==> config.mk <==
export PLATFORM = sky130hd
export DESIGN_NAME = bus_arbiter_2
export DESIGN_NICKNAME = d
export VERILOG_FILES = /design/src/rtl/bus_pkg.sv /design/src/rtl/bus_arbiter_2_rr_pick.sv /design/src/rtl/bus_arbiter_2.sv
export SDC_FILE = /design/constraint.sdc
export NUM_CORES = 1
export LEC_CHECK = 0
export CORE_AREA = 2 2 121 123
export DETAILED_ROUTE_END_ITERATION = 7
export DIE_AREA = 0 0 123 125
export PLACE_DENSITY_LB_ADDON = 0.08
export REMOVE_ABC_BUFFERS = 1
export SLEW_MARGIN = 20
export SYNTH_ARGS = -nofsm -noshare
export SYNTH_HDL_FRONTEND = slang
export SYNTH_SLANG_ARGS = --single-unit
==> constraint.sdc <==
create_clock -name clk -period 2.1 [get_ports clk]
set_input_delay 0.315 -clock clk [delete_from_list [all_inputs] [get_ports clk]]
set_output_delay 0.315 -clock clk [all_outputs]
set_load 0.05 [all_outputs]
==> src/rtl/bus_pkg.sv <==
// bus_pkg: shared bus widths and arbiter state encoding
package bus_pkg;
  localparam int BUS_ADDR_W = 32;
  localparam int BUS_DATA_W = 32;
  localparam int BUS_MASK_W = 4;
  typedef enum logic {ARB_IDLE, ARB_BUSY} arb_state_t;
endpackage

==> src/rtl/bus_arbiter_2_rr_pick.sv <==
// rr_pick_2: two-way winner select, round-robin against last_grant or fixed port-0 priority
module rr_pick_2 (
  input  logic [1:0] pend_i,
  input  logic       last_grant_i,
  input  logic       rr_en_i,
  output logic       winner_o,
  output logic       any_o
);
  assign any_o    = |pend_i;
  assign winner_o = (&pend_i) ? (rr_en_i & ~last_grant_i) : pend_i[1];
endmodule

==> src/rtl/bus_arbiter_2.sv <==
// bus_arbiter_2: shares one bus host port between two requesters with grant hold and timeout
module bus_arbiter_2
  import bus_pkg::*;
#(
  parameter bit          RR_ENABLE      = 1'b1,
  parameter int          TIMEOUT_CYCLES = 255,
  parameter logic [31:0] ERR_DATA       = 32'hDEADBEEF
) (
  input  logic                    clk,
  input  logic                    rst_n,
  input  logic [2*BUS_ADDR_W-1:0] req_address,
  input  logic [2*BUS_DATA_W-1:0] req_data_write,
  input  logic [2*BUS_MASK_W-1:0] req_write_mask,
  input  logic [1:0]              req_ren,
  input  logic [1:0]              req_wen,
  output logic [2*BUS_DATA_W-1:0] req_data_read,
  output logic [1:0]              req_ready,
  output logic [BUS_ADDR_W-1:0]   bus_address,
  output logic [BUS_DATA_W-1:0]   bus_data_write,
  output logic [BUS_MASK_W-1:0]   bus_write_mask,
  output logic                    bus_ren,
  output logic                    bus_wen,
  input  logic [BUS_DATA_W-1:0]   bus_data_read,
  input  logic                    bus_ready,
  output logic                    timeout_err,
  output logic                    timeout_port
);
  localparam int TW = (TIMEOUT_CYCLES > 255) ? $clog2(TIMEOUT_CYCLES + 1) : 8;
  localparam logic [TW-1:0] T_LAST = TW'(TIMEOUT_CYCLES - 1);
  localparam logic [TW-1:0] T_MAX  = '1;
  arb_state_t state_q, state_d;
  logic grant_q, grant_d, last_grant_q, last_grant_d, tport_q, tport_d;
  logic [TW-1:0] tcnt_q, tcnt_d;
  logic [1:0] pend;
  logic busy, pend_g, done_ok, to, fin, winner, any;
  logic [BUS_DATA_W-1:0] rd;
  assign pend    = req_ren | req_wen;
  assign busy    = state_q == ARB_BUSY;
  assign pend_g  = pend[grant_q];
  assign done_ok = busy & pend_g & bus_ready;
  assign to      = busy & pend_g & ~bus_ready & (TIMEOUT_CYCLES != 0) & (tcnt_q == T_LAST);
  assign fin     = done_ok | to;
  // While busy, arbitrate against the current grant so a regrant picks the other port first
  rr_pick_2 u_pick (
    .pend_i      (pend),
    .last_grant_i(busy ? grant_q : last_grant_q),
    .rr_en_i     (RR_ENABLE),
    .winner_o    (winner),
    .any_o       (any)
  );
  // State register: FSM, grant history, timeout counter and last timeout port
  always_ff @(posedge clk) begin
    if (!rst_n) begin
      state_q      <= ARB_IDLE;
      grant_q      <= 1'b0;
      last_grant_q <= 1'b1;
      tcnt_q       <= '0;
      tport_q      <= 1'b0;
    end else begin
      state_q      <= state_d;
      grant_q      <= grant_d;
      last_grant_q <= last_grant_d;
      tcnt_q       <= tcnt_d;
      tport_q      <= tport_d;
    end
  end
  // Next state: grant on request, regrant without gap on completion, drop on abandon
  always_comb begin
    state_d      = state_q;
    grant_d      = grant_q;
    last_grant_d = last_grant_q;
    tcnt_d       = (tcnt_q == T_MAX) ? tcnt_q : tcnt_q + TW'(1);
    tport_d      = to ? grant_q : tport_q;
    if (!busy) begin
      tcnt_d  = '0;
      state_d = any ? ARB_BUSY : ARB_IDLE;
      grant_d = any ? winner : grant_q;
    end else if (fin) begin
      last_grant_d = grant_q;
      tcnt_d       = '0;
      state_d      = (any && winner != grant_q) ? ARB_BUSY : ARB_IDLE;
      grant_d      = (any && winner != grant_q) ? winner : grant_q;
    end else if (!pend_g) begin
      state_d = ARB_IDLE;
    end
  end
  // Outputs: bus mux of the granted port, completion routed back to that port only
  always_comb begin
    rd             = to ? ERR_DATA : bus_data_read;
    bus_address    = busy ? (grant_q ? req_address[63:32] : req_address[31:0]) : '0;
    bus_data_write = busy ? (grant_q ? req_data_write[63:32] : req_data_write[31:0]) : '0;
    bus_write_mask = busy ? (grant_q ? req_write_mask[7:4] : req_write_mask[3:0]) : '0;
    bus_ren        = busy & req_ren[grant_q] & ~to;
    bus_wen        = busy & req_wen[grant_q] & ~to;
    req_ready      = fin ? (grant_q ? 2'b10 : 2'b01) : 2'b00;
    req_data_read  = fin ? (grant_q ? {rd, 32'h0} : {32'h0, rd}) : '0;
    timeout_err    = to;
    timeout_port   = to ? grant_q : tport_q;
  end
endmodule

* Yosys cells after proc, flatten, opt, wreduce, memory -nomap -nowiden
Index checks and enable logic that the tools add are counted.
Storage, ports and cells: register bits 12, input port bits 175, output and inout port bits 138
Cells by class: add/subtract/negate cells 1, order comparisons 1, eq/ne operators 5, mux-type cells 29, bitwise gates (word level) 15, reductions and logical operators 7
Operator list (number):
- $mux W32 | 5
- $mux W64 | 2
- $mux W1 | 18
- $eq A8 B8 Y1 const B | 2
- $add A8 B1 Y8 const B | 1
- $and A1 B1 Y1 | 8
- $mux W4 | 2
- $not A1 Y1 | 5
- $mux W2 | 2
- $ne A2 B1 Y1 const B | 2
- $reduce_and A2 Y1 | 2
- $reduce_and A3 Y1 | 1
- $reduce_or A3 Y1 | 1
- $lt A1 B2 Y1 const B | 1
- $or A2 B2 Y2 | 1
- $reduce_bool A2 Y1 | 1
- $reduce_or A2 Y1 | 1
- $logic_and A1 B1 Y1 | 1
- $ne A1 B1 Y1 | 1
- $or A1 B1 Y1 | 1

* Longest topological paths before layout
Gate-level depths: netlist of run 1.
depth after elaboration 9, depth in mapped cells 8, mapped depth without buffers 6

* Hierarchy
Synthesis of run 1 repeated with hierarchy kept, for this count alone.
Second synthesis, totals: cells, all modules 313, area, all modules 2458.6 um^2
Modules (own cells, without submodules):
- bus_arbiter_2 | instances 1, cells an instance 310, area each 2438.6 um^2
- rr_pick_2 | instances 1, cells an instance 3, area each 20.0 um^2

* Worst setup path after synthesis of run 1
OpenSTA, ideal clock, no wires.
kind reg2out, start point reg tcnt_q[0], end point out req_data_read[45], arrival 1.875 ns, data required time 1.785 ns, path slack -0.090 ns, cell stages (with the launch flop) 9, path buffers 2, cell sequence dfxtp_1 > inv_1 > ha_1 > nand4b_1 > nor3_1 > and3_1 > clkbuf_2 > buf_2 > o21a_1
On the way: word-level cells in the longest chain between the ends 5, elaborated cells on any way between the ends 6
Ends and longest elaborated chain:
- from (decl) | RTL line bus_arbiter_2.sv:33 | logic [TW-1:0] tcnt_q, tcnt_d;
- from (signal assigned) | RTL line bus_arbiter_2.sv:63 | tcnt_q <= tcnt_d;
- $eq A8 B8 Y1 (*) | RTL line bus_arbiter_2.sv:41 | assign to = busy & pend_g & ~bus_ready & (TIMEOUT_CYCLES != 0) & (tcnt_q == T_LAST);
- $and A1 B1 Y1 (*) | RTL line bus_arbiter_2.sv:41
- net timeout_err | RTL line bus_arbiter_2.sv:25 | output logic timeout_err,
- $mux W32 | RTL line bus_arbiter_2.sv:89 | rd = to ? ERR_DATA : bus_data_read;
- $mux W64 | RTL line bus_arbiter_2.sv:96 | req_data_read = fin ? (grant_q ? {rd, 32'h0} : {32'h0, rd}) : '0;
- $mux W64 (*) | RTL line bus_arbiter_2.sv:96
- to (decl) | RTL line bus_arbiter_2.sv:16 | output logic [2*BUS_DATA_W-1:0] req_data_read,
The timed path passes the listed nets; every way through them passes the cells marked *.

* Worst setup path in the final report of run 1
start point reg tcnt_q[0], end point out req_data_read[58]
On the way: word-level cells in the longest chain between the ends 5, elaborated cells on any way between the ends 6
Ends and longest elaborated chain (RTL line):
- $eq A8 B8 Y1 (*) | bus_arbiter_2.sv:41
- $and A1 B1 Y1 (*) | bus_arbiter_2.sv:41
- $mux W32 | bus_arbiter_2.sv:89
- $mux W64 | bus_arbiter_2.sv:96
- $mux W64 (*) | bus_arbiter_2.sv:96
Every way passes the cells marked *; elsewhere a longest branch is shown, timed or not.

==> summary.md, run 1 <==
| Metric | Value |
|---|---|
| H-tree depth | 1 |
| Clk root buf | clkbuf_16 |
| Total chip power | 0.00272 W |
| Final Setup Violations | 67 |
| RSZ-0062 raised after global routing | true |
| Violated checks | negative setup slack |
| Mapped cell area | 0.00248 mm^2 |
| Cell family with most CP delay | simple AND/OR/NAND/NOR gates |
| Cell variety after synth | 39 |
| Initial Utilization | 17.5% |
| Die W | 123 um |
| Post-DP HPWL | 13.0 mm |
| Largest cells by area after synthesis | mux2i_1 28%, nor2b_1 17%, o21a_1 15%, dfxtp_1 9.7%, and3_1 4.3% |
| Mapped Cells | 317 |
| Post-layout net count | 821 |
| Hold Vio Cnt, Final | 0 |
| Initial antenna violation count | 1 |
| I/O pin count | 313 |
| CP Depth | 9 |
| R2r setup slk | 0.43 ns |
| Fmax | 446 MHz |
| Measured slew at the worst slew-check pin | 0.326 ns |
| DIE AREA | 0.0154 mm^2 |
| Placed Cells | 802 |
| PnR worst setup slack | -0.141 ns |
| Data arrival, critical path | 1.93 ns |
| Gr usage total | 20.6% |
| Critical path capture point type | output pin |
| Synth Warn # | 0 |
| Critical R2R Capture | tcnt_q[1] |
| Worst R2R Path Depth | 7 |
| Clock buffer depth | 2 |
| First-pass GRT wire length | 24.0 mm |
| PortBufs | 312 |
| WHS | 0.457 ns |
| Final setup TNS | -6.45 ns |
| Latest clock arrival within the worst-skew pair | 0.24 ns |
| Critical R2R Launch | grant_q |
| # rows | 44 |
| Vias in the first global route | 3733 |
| # DRC | 0 |
| Crit-path max cell delay | 0.32 ns |
| Crit start category | flop |
| Post-synth ARST share | 0% |
| Syn_area_per_cell | 7.83 um^2 |
| Register bit total from synthesis | 12 |
| Minimum clock period | 2.24 ns |
| Post-route ant nets | 0 |
| HP Class | flop to flop |
| Power Density | 346 mW/mm^2 |
| Synth-to-layout area growth | 217% |
| CP max stage cell | dfxtp_2 |
| CORE AREA | 0.0142 mm^2 |
| Routed len/inst | 20.4 um |
| Final Skew | 0.00316 ns |
| Outcome | finished, violations left |
| Pre-antenna DRT Iters | 4 |
| Via count | 3642 |
| Critical path endpoint | req_data_read[58] |
| CTS Buf Count | 3 |
| Crit. Startpoint | tcnt_q[0] |
| Tcrit/Tclk final | 107% |
| Die height | 125 um |
| Via density | 4.40 |
| Worst path most repeated cell | buf_12 |
| Leading area contributor after synthesis | mux2i_1 |
| Starting DRT DRC Count | 80 |
| Clock transition at path regs | 0.04 ns |
| Maxcap violations | 0 |
| GP Congestion | 0.836 |
| Register area share after synthesis | 9.68% |
| CP Class | flop to output pin |
| Slew Limit Headroom | 77.6% |
| VDD IR max | 383 uV |
| Layout cells sized above 1 | 35.1% |
| Commonest non-fill, non-tap cells in the layout | 170 x clkdlybuf4s50_1, 142 x buf_12, 70 x mux2i_1 |
| CP bufs+invs | 4 |
| WP data required | 1.78 ns |
| Final Max Tran Viols | 0 |
| Main synth FF type | dfxtp_1 |
| WL final | 16.9 mm |
| Non-Filler Instances | 828 |
| Global route overflow | 0 |
| Max Fanout on Critical Path | 25 |
| Most common cell after layout, fill and taps aside | clkdlybuf4s50_1 |
| Yosys top cell area share | 28.2% |
| EDFF count, synth | 0 |
| Num Clock Sinks | 12 |
| Largest net degree at the start of global routing | 64 |
| P_leak | 2.99 nW |
| Worst path cell trace | inv_2, ha_4, buf_6, nand4b_1, nor3_2, and3_4, buf_12, o21a_1, buf_12 |
| CTS tree | built |
## registers in the layout, indices dropped and copies added, names as in the netlist
name / flops
last_grant_q: 1
tcnt_q: 8
grant_q: 1
tport_q: 1
busy: 1
## where the power goes
group	internal [W]	leakage [nW]	total, W	switching, W
registers	0.000235	0.102	0.000253	0.0000177
logic	0.00111	2.85	0.00211	0.000998
clock network	0.000256	0.0382	0.000360	0.000104
## kinds of logic after synthesis
group / after synthesis / synth area share [%]
AO/OA/AOI/OAI: 65 / 20.0
adder cells (fa/ha/maj): 3 / 1.41
flip-flops: 12 / 9.68
buffers and inverters: 34 / 6.91
AND/OR/NAND/NOR: 126 / 31.0
multiplexers: 73 / 29.6
XOR/XNOR: 4 / 1.41
## worst reg2reg max path, cell delays in order (launching register included)
cell	delay (ns)
dfxtp_4	0.41
nor3_1	0.26
a21oi_2	0.07
buf_4	0.15
buf_4	0.13
buf_4	0.13
a21o_1	0.25
a211oi_1	0.19
## through the flow
stage	instance area (um^2)	setup WS (ns)	utilization (%)
3_3_place_gp	7250	-0.239	51.1
6_report	7870	-0.141	55.4
2_1_floorplan	2320	-3.28	-
4_1_cts	7740	-0.137	54.5
3_5_place_dp	7250	-0.263	51.1
5_1_grt	7870	-0.234	55.4
## cell usage after synthesis (2+ instances only)
library cell and count:
nor3_1 3, nand3_1 9, o21ai_0 2, and3_1 17
xnor2_1 3, nor2_1 7, o21a_1 48, ha_1 2
nor2b_1 68, nand2_1 10, clkbuf_1 11, buf_2 16
dfxtp_1 12, mux2i_1 70, and3_2 3, mux2_2 3
a21oi_1 6, a211oi_1 2, buf_6 3, nor4_1 2
inv_1 2
## routing by layer
metal	global-route usage [%]	wire, um
met5	0	0
met3	5.29	1290
met2	40.2	9210
met4	4.81	425
met1	21.5	5960
## cell type report
class                   instances  area, um^2
diodes                          1        2.50
clock buffers                   4        78.8
fillers                      1211        6340
inverters                       2        7.51
multi-input cells             271        2210
flip-flops and latches         12         256
well taps                     184         230
repair buffers                354        5080
## what timing repair did
| item | CTS | global route |
|---|---|---|
| gates cloned | 6 | 3 |
| pin swaps | 8 | 2 |
| setup endpoints to repair | 71 | 70 |
| hold buffers | 0 | 0 |
| resized for setup | 52 | 9 |
| buffers inserted | 12 | 1 |
## worst min-delay path by stage
stage	depth (start not counted)	slack, ns	startpoint	endpoint
after floorplan	1	0.43	last_grant_q	last_grant_q
after global placement	2	0.44	tport_q	tport_q
after detailed placement	2	0.45	tport_q	tport_q
after CTS	2	0.46	tport_q	tport_q
after global routing	2	0.50	tport_q	tport_q
final	2	0.46	tport_q	tport_q
Note: power is estimated with default switching activity, not from simulation.
==> run 2, diff against run 1 <==
Settings changed: ABC_CLOCK_PERIOD_IN_PS set to 2100.
==> results of run 2 <==
Final layout, timing and power as in run 1 (identical DEF).
==> run 3, diff against run 2 <==
Settings changed: PLACE_DENSITY set to 0.6, PLACE_DENSITY_LB_ADDON 0.08 to not set, RECOVER_POWER set to 25, SETUP_SLACK_MARGIN set to 0.05.
==> summary.md, run 3 (synthesis results as in run 1) <==
| Metric | Value |
|---|---|
| Outcome | finished, violations left |
| Violated checks | negative setup slack |
| Data arrival, critical path | 1.94 ns |
| First-pass GRT wire length | 21.6 mm |
| RSZ-0062 raised after global routing | true |
| Die height | 125 um |
| Die W | 123 um |
| Critical path capture point type | output pin |
| # diodes | 0 |
| Final Skew | 0.00785 ns |
| HP Class | flop to flop |
| Clock buffer depth | 2 |
| WP data required | 1.78 ns |
| VDD IR max | 325 uV |
| Crit start category | flop |
| Vias in the first global route | 3779 |
| Num Clock Sinks | 12 |
| CP Class | flop to output pin |
| I/O pin count | 313 |
| Starting DRT DRC Count | 84 |
| Latest clock arrival within the worst-skew pair | 0.25 ns |
| GP Congestion | 0.877 |
| Post-layout net count | 822 |
| Routed len/inst | 18.5 um |
| Via count | 3661 |
| H-tree depth | 1 |
| WHS | 0.463 ns |
| Post-route ant nets | 0 |
| Maxcap violations | 0 |
| Measured slew at the worst slew-check pin | 0.356 ns |
| Clock Power Share | 14.6% |
| Max reg flops | 8 |
| WL final | 15.3 mm |
| Commonest non-fill, non-tap cells in the layout | 169 x clkdlybuf4s50_1, 134 x buf_12, 70 x mux2i_1 |
| # DRC | 0 |
| Clock transition at path regs | 0.05 ns |
| Combinational share of power | 76.1% |
| Most common cell after layout, fill and taps aside | clkdlybuf4s50_1 |
| P_leak | 3.02 nW |
| Tcrit/Tclk final | 107% |
| Dpl ws | -0.179 ns |
| Initial antenna violation count | 0 |
| PnR worst setup slack | -0.153 ns |
| Sequential share of power | 9.3% |
| Pre-antenna DRT Iters | 4 |
| CTS tree | built |
| Final Max Tran Viols | 0 |
| Slew Limit Headroom | 76.3% |
| # rows | 44 |
| Final Setup Violations | 67 |
| Layout cells sized above 1 | 36.2% |
| Hold Vio Cnt, Final | 0 |
| PortBufs | 312 |
| Switching pwr | 0.00111 W |
| Post-Layout Inst Area | 0.00792 mm^2 |
| Initial Utilization | 17.5% |
| Clk root buf | clkbuf_16 |
| Gr usage total | 18.1% |
| Post-DP HPWL | 11.3 mm |
| Switch share | 40.9% |
| CTS Hold Bufs | 0 |
| Int Power | 0.00161 W |
| Top reg by flops | tcnt_q |
| Global route overflow | 0 |
| Power Density | 344 mW/mm^2 |
| DIE AREA | 0.0154 mm^2 |
| CTS Buf Count | 3 |
| Fmax | 444 MHz |
| Via density | 4.42 |
| Largest net degree at the start of global routing | 54 |
| CORE AREA | 0.0142 mm^2 |
| Max Fanout on Critical Path | 8 |
| Synth-to-layout area growth | 219% |
| Area after DPL | 0.00715 mm^2 |
| Minimum clock period | 2.25 ns |
[run 3: critical path, stage by stage, from the launching register on]
cell	delay, ns
dfxtp_4	0.34
and3_4	0.19
a41oi_4	0.15
nor4b_4	0.32
buf_6	0.19
clkbuf_16	0.17
and3_4	0.20
buf_12	0.13
[run 3: path summary, 6_finish.rpt]
| check | slack (ns) | startpoint | cells after the start | endpoint |
|---|---|---|---|---|
| worst max-delay path | -0.15 | tcnt_q[5] | 7 | req_data_read[17] |
| worst min-delay path | 0.46 | tport_q | 2 | tport_q |
| worst max register to register | 0.44 | tcnt_q[0] | 9 | tport_q |
| worst min register to register | 0.46 | tport_q | 2 | tport_q |
[run 3: power groups by stage]
| stage | Sequential, W | Combinational [W] | Clock (W) |
|---|---|---|---|
| global route | 0.000256 | 0.00216 | 0.000410 |
| CTS | 0.000251 | 0.00205 | 0.000403 |
| finish | 0.000254 | 0.00207 | 0.000397 |
| global placement | 0.000255 | 0.00199 | 0 |
| detailed placement | 0.000256 | 0.00201 | 0 |
| floorplan | 0.000312 | 0.000850 | 0 |
[run 3: area by class of cell]
class | instances | area [um^2]
Timing Repair Buffer | 355 | 5080
Inverter | 2 | 7.51
Sequential cell | 12 | 256
Clock buffer | 4 | 88.8
Fill cell | 1190 | 6290
Multi-Input combinational cell | 271 | 2250
Tap cell | 184 | 230
[run 3: what timing repair did]
action	CTS	global route
buffers inserted	13	1
cloned	7	3
resized for setup	54	29
pin swaps	12	9
hold endpoints to repair	0	0
endpoints found under the setup margin	70	78
[run 3: layer usage]
| layer | share of wire, % | track usage, % | wire length [um] | vias up |
|---|---|---|---|---|
| met3 | 6.6 | 2.60 | 1010 | 19 |
| met4 | 2.0 | 4.08 | 307 | 0 |
| li1 | - | - | - | 1779 |
| met1 | 37 | 19.9 | 5710 | 1713 |
| met5 | 0 | 0 | 0 | - |
| met2 | 54 | 35.5 | 8270 | 150 |
[run 3: per-stage QoR]
step | instances | setup TNS (ns) | power (W) | utilization [%]
2_1_floorplan | 285 | -357.52 | 0.00116 | -
3_3_place_gp | 800 | -8.06 | 0.00225 | 50.3
3_5_place_dp | 800 | -10.23 | 0.00226 | 50.3
4_1_cts | 824 | -7.05 | 0.00271 | 54.1
5_1_grt | 828 | -12.72 | 0.00282 | 55.7
6_report | 828 | -7.23 | 0.00272 | 55.7
